**src/rtl/ifft_4point_stream.sv**
```systemverilog
// Streaming 4-point inverse FFT.
// Bins X[0..3] arrive one per transfer on the input side and are buffered.
// One compute cycle evaluates x[n] = (1/4) * sum X[k] * W4^(-nk).
// The four time samples then leave one per transfer on the output side.
//
// Handshake rule, both sides: a transfer happens on a rising clk edge where
// valid && ready are both high. The block never accepts a new frame while a
// result frame is still draining.
//
// The FSM state is exposed on dbg_state (0=LOAD, 1=COMPUTE, 2=OUTPUT).
module ifft_4point_stream #(
    parameter int WIDTH = 16
) (
    input  logic                    clk,
    input  logic                    rst,
    input  logic                    in_valid,
    output logic                    in_ready,
    input  logic signed [WIDTH-1:0] in_real,
    input  logic signed [WIDTH-1:0] in_imag,
    output logic                    out_valid,
    input  logic                    out_ready,
    output logic signed [WIDTH-1:0] out_real,
    output logic signed [WIDTH-1:0] out_imag,
    output logic                    out_last,
    output logic [1:0]              dbg_state
);

    localparam int EW = WIDTH + 2;

    typedef enum logic [1:0] {
        LOAD    = 2'd0,
        COMPUTE = 2'd1,
        OUTPUT  = 2'd2
    } state_t;

    state_t                  state_q;
    logic [1:0]              in_idx_q;
    logic [1:0]              out_idx_q;
    logic signed [WIDTH-1:0] bin_re_q [4];
    logic signed [WIDTH-1:0] bin_im_q [4];
    logic signed [WIDTH-1:0] res_re_q [4];
    logic signed [WIDTH-1:0] res_im_q [4];
    logic                    in_ready_q;
    logic                    out_valid_q;
    logic                    out_last_q;
    logic signed [WIDTH-1:0] out_re_q;
    logic signed [WIDTH-1:0] out_im_q;

    // Butterfly results for the buffered frame, already scaled by 1/4.
    logic signed [WIDTH-1:0] res_re_d [4];
    logic signed [WIDTH-1:0] res_im_d [4];

    logic signed [EW-1:0] xr [4];
    logic signed [EW-1:0] xi [4];
    logic signed [EW-1:0] s0r, s0i, s1r, s1i, s2r, s2i, s3r, s3i;
    logic signed [EW-1:0] yr [4];
    logic signed [EW-1:0] yi [4];

    // Two radix-2 stages on sign-extended bins; the WIDTH+2 intermediate
    // holds the full 4x sum, so dropping the low two bits (floor /4)
    // always lands back inside WIDTH without overflow.
    always_comb begin
        for (int k = 0; k < 4; k++) begin
            xr[k] = EW'(bin_re_q[k]);
            xi[k] = EW'(bin_im_q[k]);
        end
        s0r = xr[0] + xr[2];
        s0i = xi[0] + xi[2];
        s2r = xr[0] - xr[2];
        s2i = xi[0] - xi[2];
        s1r = xr[1] + xr[3];
        s1i = xi[1] + xi[3];
        s3r = xr[1] - xr[3];
        s3i = xi[1] - xi[3];
        // j*(a+jb) = -b + ja
        yr[0] = s0r + s1r;
        yi[0] = s0i + s1i;
        yr[2] = s0r - s1r;
        yi[2] = s0i - s1i;
        yr[1] = s2r - s3i;
        yi[1] = s2i + s3r;
        yr[3] = s2r + s3i;
        yi[3] = s2i - s3r;
        for (int k = 0; k < 4; k++) begin
            res_re_d[k] = yr[k][EW-1:2];
            res_im_d[k] = yi[k][EW-1:2];
        end
    end

    // Frame sequencer: load four bins, compute once, drain four samples.
    always_ff @(posedge clk or posedge rst) begin
        if (rst) begin
            state_q     <= LOAD;
            in_idx_q    <= 2'd0;
            out_idx_q   <= 2'd0;
            in_ready_q  <= 1'b1;
            out_valid_q <= 1'b0;
            out_last_q  <= 1'b0;
            out_re_q    <= '0;
            out_im_q    <= '0;
            for (int k = 0; k < 4; k++) begin
                bin_re_q[k] <= '0;
                bin_im_q[k] <= '0;
                res_re_q[k] <= '0;
                res_im_q[k] <= '0;
            end
        end else begin
            case (state_q)
                LOAD: begin
                    if (in_valid && in_ready_q) begin
                        bin_re_q[in_idx_q] <= in_real;
                        bin_im_q[in_idx_q] <= in_imag;
                        in_idx_q           <= in_idx_q + 2'd1;
                        if (in_idx_q == 2'd3) begin
                            state_q    <= COMPUTE;
                            in_ready_q <= 1'b0;
                        end
                    end
                end
                COMPUTE: begin
                    for (int k = 0; k < 4; k++) begin
                        res_re_q[k] <= res_re_d[k];
                        res_im_q[k] <= res_im_d[k];
                    end
                    out_idx_q   <= 2'd0;
                    out_re_q    <= res_re_d[0];
                    out_im_q    <= res_im_d[0];
                    out_last_q  <= 1'b0;
                    out_valid_q <= 1'b1;
                    state_q     <= OUTPUT;
                end
                OUTPUT: begin
                    if (out_ready) begin
                        if (out_idx_q == 2'd3) begin
                            out_idx_q   <= 2'd0;
                            out_valid_q <= 1'b0;
                            out_last_q  <= 1'b0;
                            in_ready_q  <= 1'b1;
                            state_q     <= LOAD;
                        end else begin
                            out_idx_q  <= out_idx_q + 2'd1;
                            out_re_q   <= res_re_q[out_idx_q + 2'd1];
                            out_im_q   <= res_im_q[out_idx_q + 2'd1];
                            out_last_q <= (out_idx_q == 2'd2);
                        end
                    end
                end
                default: begin
                    state_q     <= LOAD;
                    in_idx_q    <= 2'd0;
                    out_idx_q   <= 2'd0;
                    in_ready_q  <= 1'b1;
                    out_valid_q <= 1'b0;
                    out_last_q  <= 1'b0;
                end
            endcase
        end
    end

    assign in_ready  = in_ready_q;
    assign out_valid = out_valid_q;
    assign out_last  = out_last_q;
    assign out_real  = out_re_q;
    assign out_imag  = out_im_q;
    assign dbg_state = state_q;

endmodule

```
**config.mk**
```make
export PLATFORM = sky130hd
export DESIGN_NAME = ifft_4point_stream
export DESIGN_NICKNAME = d
export VERILOG_FILES = /design/src/rtl/ifft_4point_stream.sv
export SDC_FILE = /design/constraint.sdc
export NUM_CORES = 1
export LEC_CHECK = 0
export CORE_ASPECT_RATIO = 1.1
export CORE_MARGIN = 2
export CORE_UTILIZATION = 68
export CTS_BUF_LIST = sky130_fd_sc_hd__clkbuf_16
export CTS_CLUSTER_DIAMETER = 50
export DETAILED_ROUTE_END_ITERATION = 16
export GPL_ROUTABILITY_DRIVEN = 0
export PLACE_DENSITY = 0.87
export SYNTH_ARGS = -nofsm -noshare
export SYNTH_HDL_FRONTEND = slang
export SYNTH_SLANG_ARGS = --single-unit
```
**constraint.sdc**
```tcl
create_clock -name clk -period 17.95 [get_ports clk]
set_input_delay 4.4875 -clock clk [delete_from_list [all_inputs] [get_ports clk]]
set_output_delay 4.4875 -clock clk [all_outputs]
set_load 0.1 [all_outputs]
```
Yosys cells after proc, flatten, opt, wreduce, memory -nomap -nowiden --
Cells that the tools add are included.
Storage, ports and cells: flip-flop bits (word level) 297, input bits 36, output and inout bits 37
Cells by class: bitwise operators 5, reductions and logical operators 12, mux-type cells 37, eq/ne operators 10, add/sub/neg operators 18, order comparisons 3
Operators with widths (count):
- $mux W16 | 9
- $bwmux W64 | 2
- $add A17 B17 Y18 | 4
- $sub A17 B17 Y18 | 4
- $add A16 B16 Y17 | 4
- $sub A16 B16 Y17 | 4
- $bmux W16 S2 | 2
- $pmux W16 S2 | 2
- $demux W16 S2 | 1
- $mux W2 | 7
- $ne A2 B2 Y1 const B | 5
- $eq A2 B2 Y1 const B | 4
- $mux W1 | 8
- $pmux W2 S2 | 2
- $ge A3 B3 Y1 const B | 2
- $not A2 Y3 | 2
- $pmux W1 S3 | 2
- $pmux W2 S3 | 1
- $reduce_and A2 Y1 | 3
- $reduce_and A3 Y1 | 2
- $reduce_and A5 Y1 | 1
- $add A2 B1 Y2 const B | 2
- $reduce_and A4 Y1 | 1
- $lt A3 B1 Y1 const B | 1
- 7 further kinds | 10

Longest topological paths before layout --
depth in word-level cells 8, mapped depth 22

Worst setup path before layout --
OpenSTA, ideal clock, no wires.
path kind input-to-reg, from in out_ready, to reg out_re_q[12] (netlist: out_real[12]), path slack 12.221 ns, path buffers 0, setup time 0.082 ns, cell stages on the path 5, arrival time 5.647 ns, cell sequence nor3b_1 nor2_1 a311o_1 a32o_1 a31oi_1
Between the ends: word-level cells in the longest chain between the ends 2
RTL lines:
- from (decl) | line 21 | input logic out_ready,
- $ne A2 B2 Y1 (no source line)
- $reduce_and A3 Y1 (no source line)
- to (signal assigned) | line 126 | out_re_q <= res_re_d[0];
- to (signal assigned) | line 142 | out_re_q <= res_re_q[out_idx_q + 2'd1];
- to (decl) | line 46 | logic signed [WIDTH-1:0] out_re_q;
Every way passes these cells. A chain may end at the register's enable or synchronous reset.

Final worst setup path --
from reg in_ready_q (netlist: in_ready), to out in_ready
RTL lines:
- from (decl) | line 43 | logic in_ready_q;
- from (signal assigned) | line 96 | in_ready_q <= 1'b1;
- from (signal assigned) | line 116 | in_ready_q <= 1'b0;
- from (signal assigned) | line 138 | in_ready_q <= 1'b1;
- to (decl) | line 17 | output logic in_ready,
No word-level cell between the ends.

==> flow_summary.ini <==
[global_routing]
antenna_found_initial = 3
grt_remaining_overflow = 0
first_global_vias = 18510
track_usage_pct = 34.07
grt_max_degree = 149
grt_pass1_wl_um = 94560

[synth]
synth_enable_flop_cells = 0
syn_avg_cell_area_um2 = 9.535
syn_inst = 2391
synthArstFlopShare_pct = 100.0
syn-cell-area_mm2 = 0.02280
synth_top_area_cell = dfrtp_1
synth_seq_area_share_pct = 32.61
synth_top_area_share_pct = 32.49
synth_top_cells_by_area = dfrtp_1, ha_1, mux2_2
syn-num-nets = 2700
ys_warn_count = 0
synthFlopType = dfrtp_1
ys_ff_latch = 297
yosysUniqueCellTypes = 88

[route]
drtIter0Drc = 1704
drc = 0
routed-via-count = 18350
via_per_inst = 6.403
finalWirelength_um = 59260
final_antenna_net_count = 0
dr.pass1.iters = 7
wire_per_inst_um = 20.68

[timing]
period_minus_slack_ns = 6.821
rsz0062_at_grt = no
setup_tns_ns = 0
fmax_mhz = 146.6
setup_viol = 0
fin_skew_ns = 0.02688
slew_headroom_pct = 25.93
drv_slew = 0
tightest_slew_ns = 1.111
period_share_pct = 38.00
hold_viol = 0
fin_ws_ns = 11.13

[die]
coreArea_mm2 = 0.03311
die_area_mm2 = 0.03501
rows = 70
die_h_um = 196.0
die_w_um = 178.6
ios = 73
initial_utilization_pct = 68.86

[hold_path]
hold_class = register to register
hp-start = out_real[1]$_DFFE_PP0P_
hold_depth = 2
worstHoldEndpoint = out_real[1]$_DFFE_PP0P_

[clock_tree]
post_cts_buffers = 0
path_clk_slew_ns = 0.07
clock_latency_ns = 0.54
h-tree-depth = 2
cts_resized = 0
clock-root-buffer = clkbuf_16
clock_path_buffers = 3
cts_hold_buf = 0
cts_sinks = 297
cts_buffers = 36
cts_tree = done

[critical_path]
crit_chain = clkdlybuf4s50_1
worst_ep_arrival_time_ns = 2.33
cp.required_ns = 13.46
crit_type = register to output pin
worst-path-max-fanout = 5
r2r_end = res_re_q[29]$_DFFE_PP0P_
crit_path_end_kind = output pin
r2r_cells = 20
max_stage_delay_ns = 1.16
crit_family = buffers and inverters
rr_startpoint = bin_re_q[16]$_DFFE_PP0P_
worstSetupPathDepth = 1
critical_path_buf_inv_count = 1
worstSetupStartpointType = register
cp_slowest_cell = clkdlybuf4s50_1
r2r_slack_ns = 12.63

[placement]
placed_area_mm2 = 0.02377
place_hpwl_um = 43120
place_ws_ns = 10.99
port_buffers = 72

[layout]
stdcell_area_mm2 = 0.02497
diodes = 0
nNetsFinal = 2717
nFillCells = 2098
area_delta_synth_final_pct = 9.506
multi_input_area_mm2 = 0.01409
final_core_util_pct = 75.41
drive_gt1_share_pct = 12.90
regArea_mm2 = 0.007435

[job]
cap_violations = 0

[status]
status = completed
-- sequential cells by signal, indices dropped and copies added, names as in the netlist --
register / count
bin_im_q: 64
bin_re_q: 64
dbg_state: 2
in_idx_q: 2
in_ready: 1
out_idx_q: 2
out_imag: 16
out_last: 1
out_real: 16
out_valid: 1
res_im_q: 64
res_re_q: 64
-- kinds of logic (layout without fill, tap and decap cells) --
family,after synthesis,in the layout,synth area share [%]
XOR/XNOR,211,211,8.106
AND/OR/NAND/NOR,522,522,10.84
flip-flops,297,297,32.61
adder cells (fa/ha/maj),273,273,15.25
buffers and inverters,341,384,5.658
AO/OA/AOI/OAI,529,529,15.26
multiplexers,218,218,12.28
-- metrics by stage --
step	instances	hold WS, ns
3_5_place_dp	2802	0.4688
4_1_cts	2866	0.4842
5_1_grt	2866	0.4909
6_report	2866	0.4791
2_1_floorplan	2391	0.4411
3_3_place_gp	2802	0.4589
-- worst max-delay path by stage --
stage                                          end            startpoint  slack (ns)
after floorplan            bin_im_q[0]$_DFFE_PP0P_                   rst        5.26
final                                     in_ready  in_ready$_DFFE_PP1P_       11.13
after CTS                                 in_ready  in_ready$_DFFE_PP1P_       11.14
after detailed placement  bin_re_q[39]$_DFFE_PP0P_                   rst       10.99
after global routing                      in_ready  in_ready$_DFFE_PP1P_       11.12
after global placement    bin_re_q[39]$_DFFE_PP0P_                   rst       11.07
-- cell usage in the layout, fill, tap and decap left out, types with 72 or more instances in the layout --
master           synthesis  routed
xnor2_1                169     169
nand2_1                 99      99
dfrtp_1                296     295
mux2_2                 169     169
nor2_1                 195     194
o21ai_0                 87      87
inv_1                  234     238
clkdlybuf4s50_1          0      72
ha_1                   265     264
a21oi_1                195     195
-- tightest hold or removal path, cell delays in order (launching register included) --
cell,delay [ns]
dfrtp_1,0.34
nand2_1,0.04
o21ai_0,0.06
-- cells in the mapped netlist, types with 10 or more instances --
master    instances
buf_1            21
or3_1            23
mux4_2           32
o21ai_0          87
nor3b_1          10
mux2_2          169
dfrtp_1         296
a21o_1           28
xnor2_1         169
inv_1           234
a31oi_1          20
xor2_1           42
o21bai_1         38
ha_1            265
nor4_1           10
nand2b_1         28
mux2i_1          16
nor2_1          195
nand3_1          31
and2_1           10
o22ai_1          15
o31ai_1          16
nor3_1           46
a211oi_1         15
and3_1           13
nand2_1          99
nor2b_1          34
clkbuf_1         82
a21oi_1         195
or2_2            10
-- layout make-up --
class	count	area share (%)
sequential	297	29.78
timing repair buffer	85	3.278
clock inverter	28	1.168
tap	432	2.165
clock buffer	36	3.608
multi-input combinational	1753	56.44
inverter	235	3.563
-- per-layer routing --
| layer | part of all wire, % | up-vias | wire [um] | GRT usage (%) |
|---|---|---|---|---|
| li1 | - | 8302 | - | - |
| met1 | 39 | 8945 | 23290 | 43.15 |
| met2 | 47 | 878 | 27630 | 54.41 |
| met3 | 8.0 | 223 | 4712 | 6.977 |
| met4 | 6.1 | 2 | 3613 | 19.15 |
| met5 | 0.027 | - | 16 | 0 |
Power is left out: the tool's default activity adds up to more than one toggle a clock period on the data nets, which glitch-free logic cannot reach.
==> RTL edit: new RTL, same flow settings <==
The parameter `WIDTH` goes from 16 to 12.
--- a/src/rtl/ifft_4point_stream.sv
+++ b/src/rtl/ifft_4point_stream.sv
@@ -10,5 +10,5 @@
 // The FSM state is exposed on dbg_state (0=LOAD, 1=COMPUTE, 2=OUTPUT).
 module ifft_4point_stream #(
-    parameter int WIDTH = 16
+    parameter int WIDTH = 12
 ) (
     input  logic                    clk,
Ports: changed (resized in_imag, in_real, out_imag and out_real); port bits go from 73 to 57. The function was not compared with the original's and may differ.
==> RTL edit against the original RTL <==
Final area shrank 25%. Sequential cell count is 72 lower. Worst setup slack better by 0.12 ns. Wire length decreased by 28%. Final cell count fell by 25%. Count of clock-buffer cells in the layout is 11 lower. Via count shrank 26%. Register-to-register slack better by 0.82 ns. Synthesized area down 24%. Non-clock buffer count down 21. Sequential share of layout area grew 0.23 points. Critical path depth unchanged. Critical path type unchanged.
Power is left out: it rests on default switching activity, and per cell area and clock period it moved more than threefold.
==> RTL edit: results (changes against the original RTL) <==
[final_layout]
final_layout_size_suffix_gt1_frac = 0.120  ; was 0.129
num-fill-cells = 1701  ; was 2098
antenna_cells = 0  ; unchanged
num-nets-final = 2059  ; was 2717
syn_to_final_growth_pct = 7.84  ; was 9.51%

[clocking]
numCtsBuffers = 24  ; was 36
post_cts_resized = 0  ; unchanged
clkLatencyLatePin_ns = 0.53
clockBufferDepth = 3  ; unchanged
htree_levels = 1  ; was 2
post_cts_buffers = 0  ; unchanged
cts-root-buf = clkbuf_16  ; unchanged
clk_pin_slew_ns = 0.06

[yosys]
synth_edf_count = 0  ; unchanged
ys_seq_area_frac = 0.324  ; was 0.326
yosys_warnings = 0  ; unchanged
yosysUniqueCellTypes = 84  ; was 88
synth-async-reset-ratio = 1.00  ; unchanged
ys_top_cells_by_area = dfrtp_1, ha_1, mux2_2  ; unchanged
synthTopCellsByCount = dfrtp_1, ha_1, inv_1  ; unchanged

[place]
port_buffers = 56  ; was 72
hpwl_microns = 32800  ; was 43100 microns

[worst_setup_path]
timing.reg2reg.setup_slack_ns = 13.45  ; was 12.63 ns
worstPathMaxFanout = 5  ; unchanged
slowest_stage = clkdlybuf4s50_1  ; unchanged
worstSetupStartpoint = in_ready$_DFFE_PP1P_  ; unchanged
critPathTopFamily = buffers and inverters  ; unchanged
r2r-end = res_im_q[33]$_DFFE_PP0P_  ; was res_re_q[29]$_DFFE_PP0P_
reg2reg_depth = 15  ; was 20
cpPeakStageDelay_ns = 1.13  ; was 1.16 ns
r2r_start = bin_re_q[1]$_DFFE_PP0P_  ; was bin_re_q[16]$_DFFE_PP0P_
critPathArrivalTime_ns = 2.22  ; was 2.33 ns

[detailed_routing]
vias = 13600  ; was 18.4k
drt_iter0_drc = 1049  ; was 1704
wl_per_cell_microns = 19.7  ; was 20.7 microns
drtPass1Iterations = 6  ; was 7

[sta]
maxSlewHeadroom = 0.181  ; was 0.259
fin_worst_skew_ns = 0.00880  ; was 0.0269 ns

[global_routing]
grt_pass1_wl_microns = 67200  ; was 94600 microns
grt_max_degree = 94  ; was 149
grt_pass1_vias = 12900  ; was 18.5k
antenna_found_initial = 1  ; was 3
grt_usage = 0.317  ; was 0.341

[min_path]
hold-path-cell-count = 2  ; unchanged
hold_class = reg2reg  ; unchanged
hold_end = out_real[11]$_DFFE_PP0P_  ; was out_real[1]$_DFFE_PP0P_
hold_start = out_real[11]$_DFFE_PP0P_  ; was out_real[1]$_DFFE_PP0P_

[outcome]
status = finished clean  ; unchanged

[RTL edit: cells by family after synthesis]
family / count (synthesis) / synth area share
and+or+nand+nor: 429 / 0.120
AOI/OAI and AO/OA: 387 / 0.147
buffers and inverters: 249 / 0.0575
DFF: 225 / 0.324
adders and majority gates: 209 / 0.154
muxes: 169 / 0.124
xor gates and xnor gates: 149 / 0.0750
[RTL edit: worst max-delay path by stage]
stage / to / slack (ns) / cells after the start
3_5_place_dp: bin_im_q[11]$_DFFE_PP0P_ / 11.18 / 4
5_1_grt: in_ready / 11.20 / 1
4_1_cts: in_ready / 11.24 / 1
3_3_place_gp: bin_im_q[37]$_DFFE_PP0P_ / 11.29 / 4
6_report: in_ready / 11.24 / 1
2_1_floorplan: bin_im_q[0]$_DFFE_PP0P_ / 7.30 / 1
[RTL edit: tightest hold or removal path, stage by stage (launching register included)]
cell	delay [ns]
dfrtp_1	0.35
nand2_1	0.05
nand2_1	0.05
[RTL edit: area by class of cell]
class / count / share of cell area
Sequential cell: 225 / 0.300
Timing Repair Buffer: 64 / 0.0331
Tap cell: 315 / 0.0210
Clock buffer: 25 / 0.0333
Clock inverter: 15 / 0.00473
Multi-Input combinational cell: 1343 / 0.575
Inverter: 164 / 0.0332
[RTL edit: through the flow]
step / worst slack (ns) / cell area, sq um / hold WS, ns / instances
global route: 11.20 / 18800 / 0.507 / 2151
CTS: 11.24 / 18800 / 0.482 / 2151
global placement: 11.29 / 18100 / 0.463 / 2111
floorplan: 7.30 / 17400 / 0.447 / 1817
detailed placement: 11.18 / 18100 / 0.468 / 2111
finish: 11.24 / 18800 / 0.476 / 2151
[RTL edit: per-layer routing]
layer	global-route usage	routed length (microns)	vias up
met3	0.0446	2990	81
met1	0.443	18400	6656
li1	-	-	6338
met2	0.514	19700	493
met4	0.0993	1360	2
met5	0	10	-
